**src/rtl/serial_shift_reg.sv**
```systemverilog
// Bidirectional WIDTH-bit serial shift register with a START-triggered WIDTH-shift burst controller.
// Define SHIFTREG_ROTATE_EN to compile in recirculating (rotate) bursts selected by ROT.
module serial_shift_reg #(
    parameter  int WIDTH = 4,
    localparam int CW    = $clog2(WIDTH + 1)
) (
    input  logic             CLK,
    input  logic             RST,
    input  logic             LOAD,
    input  logic [WIDTH-1:0] D,
    input  logic             START,
    input  logic             DIR,
    input  logic             SIN,
    input  logic             ROT,
    output logic [WIDTH-1:0] Q,
    output logic             SOUT,
    output logic             BUSY,
    output logic             DONE,
    output logic [CW-1:0]    CNT
);

    typedef enum logic {IDLE, SHIFT} state_t;

    state_t state;
    logic   dir_r;
    logic   rot_r;
    logic   fill;

`ifndef SHIFTREG_ROTATE_EN
    assign rot_r = 1'b0;
    logic unused_rot;
    assign unused_rot = ROT;
`endif

    assign SOUT = dir_r ? Q[0] : Q[WIDTH-1];
    // A rotate refills with the very bit leaving on SOUT, so a full burst restores Q.
    assign fill = rot_r ? SOUT : SIN;
    assign BUSY = (state == SHIFT);

    always_ff @(posedge CLK) begin
        if (!RST) begin
            state <= IDLE;
            Q     <= '0;
            dir_r <= 1'b0;
`ifdef SHIFTREG_ROTATE_EN
            rot_r <= 1'b0;
`endif
            CNT   <= '0;
            DONE  <= 1'b0;
        end else begin
            DONE <= 1'b0;
            case (state)
                IDLE: begin
                    if (LOAD) begin
                        Q <= D;
                    end else if (START) begin
                        dir_r <= DIR;
`ifdef SHIFTREG_ROTATE_EN
                        rot_r <= ROT;
`endif
                        CNT   <= '0;
                        state <= SHIFT;
                    end
                end
                SHIFT: begin
                    if (dir_r) Q <= {fill, Q[WIDTH-1:1]};
                    else       Q <= {Q[WIDTH-2:0], fill};
                    CNT <= CNT + CW'(1);
                    if (CNT == CW'(WIDTH - 1)) begin
                        state <= IDLE;
                        DONE  <= 1'b1;
                    end
                end
                default: state <= IDLE;
            endcase
        end
    end

endmodule

```
**config.mk**
```make
export PLATFORM = sky130hd
export DESIGN_NAME = serial_shift_reg
export DESIGN_NICKNAME = d
export VERILOG_FILES = /design/src/rtl/serial_shift_reg.sv
export SDC_FILE = /design/constraint.sdc
export NUM_CORES = 1
export LEC_CHECK = 0
export CAP_MARGIN = 0
export CORE_MARGIN = 2
export CORE_UTILIZATION = 36
export DETAILED_ROUTE_END_ITERATION = 10
export MAX_ROUTING_LAYER = met4
export PLACE_DENSITY = 0.78
export SLEW_MARGIN = 5
export SYNTH_ARGS = -nofsm -noshare
export SYNTH_HDL_FRONTEND = slang
export SYNTH_SLANG_ARGS = --single-unit
```
**constraint.sdc**
```tcl
create_clock -name CLK -period 1 [get_ports CLK]
set_input_delay 0.15 -clock CLK [delete_from_list [all_inputs] [get_ports CLK]]
set_output_delay 0.15 -clock CLK [all_outputs]
set_load 0.02 [all_outputs]
```
==> impl_results.md <==
* Vias/cell at a little under 5
* Iter 0 DRT Violations at 8
* Critical Path Max Stage Delay at about 0.34 ns
* Sink Count at 10
* Tcrit/Tclk final at 119%
* DIE AREA at between 0.0015 and 0.002 mm2
* Post-Syn Area per Cell at 10.2 um2
* Nets at 97
* Status: complete, but fails checks
* Critical path fanouts, max at 2
* Cell depth of the worst flop-to-flop path at 4
* Hold Path Depth at 4
* Post-synth EDFFs at 0
* H-tree depth at 1
* Pwr Density at roughly 1200 mW/mm2
* Number of buffers added on ports at 19
* Total Routing Usage GR at ~17%
* Leakage power total at 0.000398 uW
* Clock tree buffer depth at 2
* Syn Inst Count at 50
* Critical Path AT at about 1.0 ns
* Gpl congestion at about 0.75
* Worst path cell trace: mux2_4 -> buf_6
* Worst reg2reg path endpoint: CNT[2]
* Synth Flop Type: dfxtp_1
* CTS tree: yes
* Cell area after layout at between 800 and 900 um2
* DP Worst Slack at -0.339 ns
* RSZ-0062 raised after global routing: yes
* Worst hold start: START
* Pin count of the biggest net entering global routing at 9
* DRT Pass-1 Iters at 3
* Worst vdd ir at roughly 1.2 mV
* Post-synthesis sequential area ratio at a little under 40%
* Diodes inserted at 0
* Synth top cells by count: dfxtp_1, mux2i_1, o22ai_1
* Flop pwr share at between 40 and 50%
* Die width at approximately 42 um
* Comb power frac at between 20% and 30%
* R2r setup slk at -0.07 ns
* Placed cell areas at about 810 um2
* Chip Height at around 42 um
* Library cells used by synthesis at 21
* Worst Slack Setup Final at -0.191 ns
* Hold Path Class: input pin to register
* Buf/Inv on CP at 1
* Fin. Hold Viols at 0
* Hold_buf cts at 0
* Dominant cells by area after synthesis: dfxtp_1, mux2i_1, ha_1
* Top-count cell post-synth: dfxtp_1
* Crit end category: output pin
* Internal power at slightly below 800 uW
* Final Critical Period at about 1.2 ns
* Area leader, netlist: dfxtp_1
* Hold slack at about 0.34 ns
* Max_slew headroom at 82.7%
* Clock latency on the worst-skew pair at about 0.27 ns
* CP Class: register to output pin
* DR WL/cell at approximately 14 um
* Final Skew at around 0.012 ns
* Max_cap viols at 0
* Routed WL at about 1400 um
* # rows at 13
* First-pass GRT wire length at about 2200 um
* Required time of the critical path at about 0.85 ns
* Clock network power share at 34.1%
* Root Driver: clkbuf_4
* Share of the synthesized area in the top cell type at about two fifths
* Worst path slowest cell: dfxtp_2
* Syn nets at 64
* Proportion of layout cells with a drive suffix above 1 at approximately 52%
* Routed wl met2 at roughly 660 um
* Mapped Area at ~510 um2
* Clock-pin slew on the worst setup and hold paths at around 0.08 ns
* Worst-margin pin slew at about 0.26 ns
* Reg2Reg Launch Point: CNT[1]
* Switching Share at approximately a quarter
* Final core occ at about two thirds
* Initial core utilization at 38.6%
* Core area at around 0.0013 mm2
* Num CTS Buffers at 3
* Vias in the first global route at around 470
* Area Overhead vs Synth at 73.6%
* Wire length on met3 at 47 um
* Final max-slew violation count at 0
* Delay-heaviest family, CP: flip-flops
* Flops & latches, synth at 10
* Post-DP HPWL at between 900 and 1000 um
* Failing checks: setup timing
* Fraction of registers with async set or reset after synthesis at 0%
* Initial antenna violation count at 0
* Grt ovf at 0
* Worst Hold Path EP: CNT[1]
* ANT nets after route at 0
* Vias at between 400 and 500
* DRC viols at 0
* Met1 WL at roughly 630 um
* Nature of the critical path startpoint: register
* Ys Warns at 0
* Endpoints failing setup at 2
* DR top layer: met4
* IO Pins at 21
* Setup tns final at -0.259 ns
* Fmax at 840 MHz
* Sw power at 283 uW
[cell families after synthesis]
kind of cell	count (synthesis)	share of synthesized area (%)
fa+ha+maj	3	7.39
simple gates	14	17.7
flops	10	39.4
mux	9	18.0
compound gates	9	11.8
buf+inv	5	5.66
[timing repair]
item | 4_1_cts | 5_1_grt
setup endpoints to repair | 19 | 14
pin swaps | 2 | 4
resized for setup | 47 | 13
setup buffers | 0 | 2
[routing by layer]
metal  vias up  global-route usage, %
met5         -                      -
met4         0                   5.81
met1       216                   21.6
met3         2                   5.65
met2         9                   25.6
li1        242                      -
[sequential cells by signal, indices dropped and copies added, names as in the netlist]
name / flops
DONE: 1
CNT: 3
BUSY: 1
dir_r: 1
Q: 4
[layout make-up]
class                   instances  area [um2]
fillers                        92         435
multi-input cells              35         348
repair buffers                 32         263
flip-flops and latches         10         213
clock buffers                   4        36.3
well taps                      15        18.8
inverters                       1        3.75
[tightest hold or removal path: stages]
cell	delay, ns
dlymetal6s2s_1	0.11
nor2b_4	0.15
or3b_1	0.10
a21boi_1	0.05
[per-stage QoR]
stage | power (uW) | instances
after floorplan | 559 | 50
after global placement | 688 | 91
after detailed placement | 689 | 91
after CTS | 1060 | 95
after global routing | 1130 | 97
final | 1080 | 97
[power groups by stage]
stage                     clock network (uW)  registers [uW]  logic, uW
final                                    367             435        275
after global routing                     396             438        292
after CTS                                373             433        249
after detailed placement                   0             441        248
after global placement                     0             440        247
after floorplan                            0             467       91.6
[layout by cell type (no fill, tap or decap)]
| master | instances |
|---|---|
| nand2b_4 | 1 |
| nand3_1 | 1 |
| ha_4 | 2 |
| ha_1 | 1 |
| a21boi_1 | 1 |
| mux2_4 | 1 |
| inv_1 | 1 |
| nand2_1 | 3 |
| buf_6 | 5 |
| dlymetal6s2s_1 | 1 |
| o22ai_2 | 2 |
| o21ai_2 | 1 |
| clkdlybuf4s50_1 | 7 |
| nor2b_1 | 3 |
| nor3b_2 | 1 |
| dfxtp_2 | 4 |
| nor2b_4 | 1 |
| o21a_1 | 3 |
| buf_2 | 8 |
| clkbuf_8 | 1 |
| dfxtp_1 | 4 |
| dlygate4sd2_1 | 1 |
| dfxtp_4 | 2 |
| mux2i_1 | 8 |
| buf_4 | 10 |
| and3_1 | 1 |
| o22ai_1 | 2 |
| nor3b_4 | 1 |
| clkbuf_4 | 3 |
| nor3_1 | 1 |
| or3b_1 | 1 |
[worst max-delay path by stage]
stage,to,depth (start not counted),slack [ns],start
2_1_floorplan,CNT[2],4,-0.06,CNT[0]
3_3_place_gp,SOUT,2,-0.32,dir_r
3_5_place_dp,CNT[1],4,-0.34,LOAD
4_1_cts,SOUT,2,-0.19,dir_r
5_1_grt,SOUT,2,-0.23,dir_r
6_report,SOUT,2,-0.19,dir_r
No activity file was read; power rests on OpenSTA's default activity.
